==> src/rtl/ss_mac_pkg.sv <==
// Shared types and constants for the stochastic-symbol MAC sequencer.
// Holds the FSM encoding, stream limit, LFSR seeds and lane search.
package ss_mac_pkg;

    typedef enum logic [1:0] {
        S_IDLE,
        S_RUN,
        S_CAPTURE,
        S_DONE
    } state_t;

    // 170 * 3 = 510 keeps the 9-bit accumulator from wrapping.
    localparam logic [7:0] LEN_MAX = 8'd170;

    // Feedback taps for x^8 + x^6 + x^5 + x^4 + 1 (shift-left form).
    localparam logic [7:0] LFSR_TAPS = 8'hB8;

    localparam logic [7:0] SEED [8] = '{
        8'h01, 8'h1D, 8'h3A, 8'h5C,
        8'h77, 8'h8E, 8'hB3, 8'hE9
    };

    // Next set mask bit strictly above cur, wrapping 7 -> 0.
    // A single-bit mask returns cur itself.
    function automatic logic [2:0] next_lane(
        input logic [7:0] mask,
        input logic [2:0] cur
    );
        logic [7:0] rot;
        logic [2:0] off;
        rot = 8'({mask, mask} >> ({1'b0, cur} + 4'd1));
        off = 3'd0;
        for (int i = 7; i >= 0; i--) begin
            if (rot[i]) off = 3'(i);
        end
        return cur + 3'd1 + off;
    endfunction

endpackage

==> src/rtl/ss_mac_seq_ctrl_lfsr.sv <==
// 8-bit Fibonacci LFSR with seed load on reset and step enable.
// One instance per MAC lane.
module ss_lfsr8
    import ss_mac_pkg::*;
(
    input  logic       clk,
    input  logic       rst,
    input  logic [7:0] seed,
    input  logic       en,
    output logic [7:0] state
);

    // Shift left, feeding back the XOR of the tapped bits.
    always_ff @(posedge clk) begin
        if (rst) begin
            state <= seed;
        end else if (en) begin
            state <= {state[6:0], ^(state & LFSR_TAPS)};
        end
    end

endmodule

==> src/rtl/ss_mac_seq_ctrl.sv <==
// Sequencer for one stochastic-symbol MAC: clears it, walks lanes,
// supplies random numbers and hands the sum out on valid/ready.
module ss_mac_seq_ctrl
    import ss_mac_pkg::*;
(
    input  logic       clk,
    input  logic       rst,
    input  logic       start,
    input  logic [7:0] cyc_len,
    input  logic [7:0] lane_mask,
    output logic       busy,
    output logic [2:0] sel,
    output logic [7:0] x_randnum_0,
    output logic [7:0] x_randnum_1,
    output logic [7:0] x_randnum_2,
    output logic [7:0] x_randnum_3,
    output logic [7:0] x_randnum_4,
    output logic [7:0] x_randnum_5,
    output logic [7:0] x_randnum_6,
    output logic [7:0] x_randnum_7,
    output logic       mac_clr_n,
    input  logic [8:0] mac_z,
    output logic       res_valid,
    input  logic       res_ready,
    output logic [8:0] result
);

    state_t     state, state_d;
    logic [7:0] cnt, cnt_d;
    logic [7:0] mask_q, mask_d;
    logic [2:0] sel_d;
    logic [8:0] res_d;
    logic       clr_d;
    logic [7:0] eff_len;
    logic [7:0] eff_mask;
    logic [7:0] rnd [8];

    assign eff_len  = (cyc_len > LEN_MAX) ? LEN_MAX : cyc_len;
    assign eff_mask = (lane_mask == 8'h00) ? 8'hFF : lane_mask;

    assign busy      = (state != S_IDLE);
    assign res_valid = (state == S_DONE);

    for (genvar k = 0; k < 8; k++) begin : g_lfsr
        ss_lfsr8 u_lfsr (
            .clk   (clk),
            .rst   (rst),
            .seed  (SEED[k]),
            .en    (state == S_RUN),
            .state (rnd[k])
        );
    end

    assign x_randnum_0 = rnd[0];
    assign x_randnum_1 = rnd[1];
    assign x_randnum_2 = rnd[2];
    assign x_randnum_3 = rnd[3];
    assign x_randnum_4 = rnd[4];
    assign x_randnum_5 = rnd[5];
    assign x_randnum_6 = rnd[6];
    assign x_randnum_7 = rnd[7];

    // Next state plus the next value of every registered output.
    always_comb begin
        state_d = state;
        cnt_d   = cnt;
        mask_d  = mask_q;
        sel_d   = sel;
        res_d   = result;
        clr_d   = mac_clr_n;
        unique case (state)
            S_IDLE: begin
                clr_d = 1'b0;
                if (start) begin
                    mask_d  = eff_mask;
                    cnt_d   = eff_len;
                    sel_d   = next_lane(eff_mask, 3'd7);
                    clr_d   = 1'b1;
                    state_d = (eff_len != 8'd0) ? S_RUN
                                                : S_CAPTURE;
                end
            end
            S_RUN: begin
                sel_d = next_lane(mask_q, sel);
                cnt_d = cnt - 8'd1;
                if (cnt == 8'd1) state_d = S_CAPTURE;
            end
            S_CAPTURE: begin
                res_d   = mac_z;
                clr_d   = 1'b0;
                state_d = S_DONE;
            end
            S_DONE: begin
                if (res_ready) state_d = S_IDLE;
            end
            default: state_d = S_IDLE;
        endcase
    end

    // State and output registers; reset aborts any run in flight.
    always_ff @(posedge clk) begin
        if (rst) begin
            state     <= S_IDLE;
            cnt       <= 8'd0;
            mask_q    <= 8'd0;
            sel       <= 3'd0;
            result    <= 9'd0;
            mac_clr_n <= 1'b0;
        end else begin
            state     <= state_d;
            cnt       <= cnt_d;
            mask_q    <= mask_d;
            sel       <= sel_d;
            result    <= res_d;
            mac_clr_n <= clr_d;
        end
    end

endmodule

==> config.mk <==
export PLATFORM = sky130hd
export DESIGN_NAME = ss_mac_seq_ctrl
export DESIGN_NICKNAME = d
export VERILOG_FILES = /design/src/rtl/ss_mac_pkg.sv /design/src/rtl/ss_mac_seq_ctrl_lfsr.sv /design/src/rtl/ss_mac_seq_ctrl.sv
export SDC_FILE = /design/constraint.sdc
export NUM_CORES = 1
export LEC_CHECK = 0
export ABC_AREA = 1
export CORE_MARGIN = 2
export CORE_UTILIZATION = 45
export DETAILED_ROUTE_END_ITERATION = 8
export PLACE_DENSITY = 0.81
export SLEW_MARGIN = 20
export SYNTH_ARGS = -nofsm -noshare
export SYNTH_HDL_FRONTEND = slang
export SYNTH_SLANG_ARGS = --single-unit
==> constraint.sdc <==
create_clock -name clk -period 5.55 [get_ports clk]
set_input_delay 0.8325 -clock clk [delete_from_list [all_inputs] [get_ports clk]]
set_output_delay 0.8325 -clock clk [all_outputs]
set_load 0.01 [all_outputs]
==> flow_summary.json, run 1 <==
{
  "synth.distinct_cells": 34,
  "finalWirelength_um": 10700,
  "post-place-cells": 826,
  "yosys_register_bits": 95,
  "ctsResizeCount": 0,
  "netSwitchingFraction_pct": 43.6,
  "place_ws_ns": 2.37,
  "start_util_pct": 46.1,
  "multiInputGateArea_mm2": 0.00226,
  "grt_max_degree": 84,
  "cp-end-kind": "register",
  "critPathKind": "reg2reg",
  "fp-row-count": 36,
  "start_kind": "register",
  "seqPwrFrac_pct": 34.5,
  "die_w_um": 104,
  "slew_headroom_pct": 34.0,
  "arrival_ns": 3.24,
  "dr.pass1.iters": 5,
  "drive_above_1_share_pct": 6.21,
  "antenna_found_initial": 0,
  "crit_path_max_fanout": 76,
  "rsz0062_at_grt": "false",
  "fmax_mhz": 339,
  "ant_nets": 0,
  "synth_compound_area_share_pct": 13.0,
  "first_global_vias": 4184,
  "maxCapViolations": 0,
  "hpwl_um": 7460,
  "hold_viol_final": 0,
  "final_cells": 842,
  "avgSynthCellArea_um2": 7.24,
  "post_drt_wl_per_cell_um": 12.7,
  "worstRegToRegCells": 10,
  "synthCells": 616,
  "syn_area_mm2": 0.00446,
  "yosysWarningCount": 0,
  "n_antenna_cell": 0,
  "period_share_pct": 53.1,
  "area_growth_pct": 28.8,
  "cts_hold_buffers": 0,
  "gp_congestion": 0.886,
  "chipHeight_um": 104,
  "hold_class": "reg2reg",
  "seq_area_mm2": 0.00190,
  "routed_via_density": 5.06,
  "drc": 0,
  "place_area_mm2": 0.00557,
  "coreArea_mm2": 0.00968,
  "synth.area.mux_share_pct": 0,
  "setup_violations": 0,
  "grt-ovfl-total": 0,
  "synth_top_area_share_pct": 42.6,
  "p_leak_nw": 2.50,
  "path_clk_slew_ns": 0.09,
  "clk_latency_ns": 0.37,
  "final_area_mm2": 0.00574,
  "port_buffers": 107,
  "whs_path_depth": 2,
  "fin_tns_setup_ns": 0,
  "nFillCells": 878,
  "yosysSeqAreaShare_pct": 42.6,
  "root_buffer": "clkbuf_8",
  "whs_ns": 0.487,
  "irDropWorstVdd_mv": 0.292,
  "cts_htree_levels": 3,
  "synth_simple_gate_area_share_pct": 29.8,
  "final_nets": 741,
  "yosysTopAreaCell": "dfxtp_1",
  "ioPinCount": 108,
  "pwr-share-clk_pct": 12.1,
  "combPwrFrac_pct": 53.4,
  "slew_violations": 0,
  "synth_area_leaders": "dfxtp_1, nand2_1, nor2_1",
  "cts_setup_buffers": 0,
  "p_int_mw": 1.95,
  "track_usage_pct": 20.5,
  "numCtsBuffers": 9,
  "cp.required_ns": 5.84,
  "synth_xor_area_share_pct": 5.50,
  "vias": 4258,
  "fin_ws_ns": 2.60,
  "die-area_mm2": 0.0107,
  "final_util_pct": 59.3,
  "synthAdderAreaFrac_pct": 2.41,
  "cts_buffer_depth": 2,
  "power_mw": 3.46,
  "final_cell_mix": "nand2_1, clkdlybuf4s50_1, nor2_1",
  "status": "completed",
  "synth.net_count": 653,
  "power_density_mw_per_mm2": 603,
  "drt_first_iter_violations": 244,
  "cts.sinks": 95,
  "cts_tree": "built",
  "layout_commonest_cell": "nand2_1",
  "switchingPower_mw": 1.51,
  "skew_ns": 0.00859,
  "grt_pass1_wl_um": 18600,
  "final.min_clock_period_ns": 2.95,
  "worst_pin_slew_ns": 0.988,
  "synth_top_family_by_area": "simple AND/OR/NAND/NOR gates"
}
[worst max-delay path: stages (launching register included)]
cell and delay, ns:
dfxtp_1 0.35, inv_1 0.08, ha_2 0.16, buf_4 0.56
inv_2 0.04, buf_4 0.36, o21ai_2 0.51, clkinv_1 0.39
nor2_1 0.16, o21ai_0 0.10, a21oi_1 0.15
[power by group through the flow]
stage                     logic (mW)  clock network, mW  registers (mW)
after detailed placement        1.85                  0            1.21
after CTS                       1.86              0.426            1.20
final                           1.85              0.418            1.20
after global routing            2.09              0.457            1.24
after floorplan                 1.16                  0            1.23
after global placement          1.81                  0            1.19
[metal layers]
metal | up-vias | wire length, µm | global-route usage [%]
met1 | 1961 | 4720 | 24.4
met2 | 96 | 5360 | 35.9
li1 | 2181 | - | -
met3 | 20 | 413 | 3.59
met4 | 0 | 232 | 9.46
met5 | - | 0 | 0
[logic make-up after synthesis]
group,after synthesis
AO/OA/AOI/OAI,107
flip-flops,95
buffers and inverters,70
AND/OR/NAND/NOR,308
XOR/XNOR,28
adder cells (fa/ha/maj),8
[layout make-up]
class,count,share of cell area (%)
repair buffers,109,18.9
flip-flops and latches,95,33.1
multi-input cells,451,39.4
inverters,38,2.68
clock buffers,11,2.29
well taps,133,2.90
clock inverters,5,0.719
[synthesized netlist by cell type, drive strengths merged]
cell type / instances
nor2: 101
o211ai: 6
o22ai: 1
o21ai: 64
nor3: 3
xor2: 7
a211oi: 1
inv: 36
a31oi: 7
fa: 1
o311ai: 1
o31ai: 2
nand3: 62
dfxtp: 95
ha: 7
clkinv: 2
xnor2: 21
clkbuf: 27
nand2: 139
nand4: 2
a21oi: 25
nor4: 1
buf: 5
[registers in the layout (all words and copies together) (netlist names)]
| signal | count |
|---|---|
| result | 9 |
| mac_clr_n | 1 |
| mask_q | 8 |
| state | 2 |
| sel | 3 |
| g_lfsr.u_lfsr.state | 64 |
| cnt | 8 |
[final timing paths]
| check | from | end | slack, ns |
|---|---|---|---|
| max | state[1]$_SDFFE_PP0P_ | cnt[7]$_SDFFE_PP0P_ | 2.60 |
| min | cnt[2]$_SDFFE_PP0P_ | cnt[2]$_SDFFE_PP0P_ | 0.49 |
| max reg2reg | state[1]$_SDFFE_PP0P_ | cnt[7]$_SDFFE_PP0P_ | 2.60 |
| min reg2reg | cnt[2]$_SDFFE_PP0P_ | cnt[2]$_SDFFE_PP0P_ | 0.49 |
Power figures use the tool's default switching activity.
==> run 2: changes to the inputs <==
- PLACE_DENSITY: 0.81 -> 0.84
- clock period: 5.55 -> 2.54 ns (I/O delays scaled with it)
==> run 2 against run 1 <==
Fmax grew 26%. First-iteration DRC count shrank 4.5%. Via count grew 0.47%. Sequential share of layout area shrank 0.53 points. Count of clock-buffer cells in the layout shrank 1. Final cell count grew 0.48%. Critical path depth grew 9. Combinational power grew 130%. Worst setup slack lost 2.4 ns. Clock skew grew 0.0053 ns. Sequential power grew 110%. Utilization grew 1.1 points. Critical path type unchanged. Critical endpoint is now sel[2]$_SDFFE_PP0P_. Largest cell class unchanged.
==> flow_summary.json, run 2 (synthesized netlist as in run 1, its figures left out) <==
{
  "gp_congestion": 0.849,
  "hold_viol_final": 0,
  "cts_htree_levels": 3,
  "die_w_um": 104,
  "arrival_ns": 2.63,
  "irDropWorstVdd_mv": 0.666,
  "vias": 4278,
  "regMostFlops": "g_lfsr.u_lfsr.state",
  "ioPinCount": 108,
  "finalWirelength_um": 10900,
  "cts_hold_buffers": 0,
  "cts_tree": "built",
  "status": "completed",
  "post_drt_wl_per_cell_um": 12.9,
  "switchingPower_mw": 3.34,
  "maxCapViolations": 0,
  "layout_commonest_cell": "nand2_1",
  "reg_top3": "g_lfsr.u_lfsr.state x64, result x9",
  "p_int_mw": 4.44,
  "final_cells": 846,
  "first_global_vias": 4021,
  "slew_headroom_pct": 53.4,
  "die-area_mm2": 0.0107,
  "fin_ws_ns": 0.200,
  "start_kind": "register",
  "drive_above_1_share_pct": 7.71,
  "final_nets": 745,
  "dr.pass1.iters": 5,
  "grt-ovfl-total": 0,
  "slew_violations": 0,
  "routed_via_density": 5.06,
  "track_usage_pct": 20.3,
  "setup_violations": 0,
  "grt_max_degree": 84,
  "root_buffer": "clkbuf_8",
  "coreArea_mm2": 0.00968,
  "fin_tns_setup_ns": 0,
  "port_buffers": 107,
  "chipHeight_um": 104,
  "ant_nets": 0,
  "cts_setup_buffers": 0,
  "cp.required_ns": 2.83,
  "clk_latency_ns": 0.35,
  "grt_pass1_wl_um": 18700,
  "cp-end-kind": "register",
  "worst_pin_slew_ns": 0.700,
  "fp-row-count": 36,
  "path_clk_slew_ns": 0.09,
  "cts_buffer_depth": 2,
  "area_growth_pct": 31.2,
  "hpwl_um": 7550,
  "netSwitchingFraction_pct": 42.9,
  "critPathKind": "reg2reg",
  "place_ws_ns": -0.0359,
  "final_util_pct": 60.4,
  "final_cell_mix": "nand2_1, clkdlybuf4s50_1, nor2_1",
  "n_antenna_cell": 0,
  "drc": 0,
  "seqPwrFrac_pct": 32.9,
  "numCtsBuffers": 9,
  "fmax_mhz": 427,
  "period_share_pct": 92.1,
  "crit_path_max_fanout": 11,
  "place_area_mm2": 0.00562,
  "p_leak_nw": 2.54,
  "largest_reg_flops": 64,
  "power_density_mw_per_mm2": 1330,
  "final.min_clock_period_ns": 2.34,
  "antenna_found_initial": 0,
  "drt_first_iter_violations": 233,
  "final_area_mm2": 0.00585,
  "hold_class": "reg2reg",
  "post-place-cells": 830,
  "skew_ns": 0.0139,
  "combPwrFrac_pct": 54.0,
  "cts.sinks": 95,
  "start_util_pct": 46.1,
  "pwr-share-clk_pct": 13.1
}
run 2: layout make-up:
cell class | instances | area [µm²]
timing repair buffer | 113 | 1140
multi-input combinational | 451 | 2280
sequential | 95 | 1910
inverter | 38 | 153
tap | 133 | 166
fill | 887 | 3830
clock inverter | 6 | 77.6
clock buffer | 10 | 128
run 2: final timing paths:
path	startpoint	cells after the start	to	slack (ns)
setup reg to reg	sel[0]$_SDFFE_PP0P_	19	sel[2]$_SDFFE_PP0P_	0.20
hold reg to reg	g_lfsr[6].u_lfsr.state[1]$_SDFFE_PP1P_	2	g_lfsr[6].u_lfsr.state[1]$_SDFFE_PP1P_	0.49
setup / recovery	sel[0]$_SDFFE_PP0P_	19	sel[2]$_SDFFE_PP0P_	0.20
hold / removal	g_lfsr[6].u_lfsr.state[1]$_SDFFE_PP1P_	2	g_lfsr[6].u_lfsr.state[1]$_SDFFE_PP1P_	0.49
run 2: repair_timing:
item,CTS,global route
setup endpoints to repair,1,1
pin swaps,0,1
resized for setup,1,6
run 2: layer usage:
| layer | routed length [µm] | vias up | track usage [%] |
|---|---|---|---|
| met2 | 5430 | 114 | 34.5 |
| met4 | 177 | 0 | 7.24 |
| met5 | 0 | - | 0 |
| li1 | - | 2187 | - |
| met3 | 530 | 18 | 4.09 |
| met1 | 4810 | 1959 | 25.8 |
run 2: metrics by stage:
stage	hold slack [ns]	power, mW
after detailed placement	0.471	6.73
after floorplan	0.457	5.22
after global placement	0.464	6.60
final	0.488	7.78
after global routing	0.523	8.46
after CTS	0.490	7.77
run 2: critical path, cell delays in order (launching register included):
cell and delay (ns):
dfxtp_2 0.34, buf_12 0.14, inv_8 0.09, nand2_2 0.07, nand3_2 0.08, nand3_2 0.09, a21oi_1 0.15, nor2_1 0.05
o21ai_0 0.13, nand2_1 0.07, nand2_1 0.05, nand2_1 0.06, ha_1 0.18, inv_1 0.06, fa_2 0.21, xor2_2 0.17
inv_1 0.05, nand2_1 0.07, nand3_2 0.07, a21oi_2 0.15
run 2: power by group through the flow:
stage	sequential (mW)	combinational, mW	clock (mW)
CTS	2.56	4.17	1.04
floorplan	2.69	2.53	0
global placement	2.56	4.05	0
finish	2.56	4.20	1.02
detailed placement	2.58	4.15	0
global route	2.65	4.70	1.11
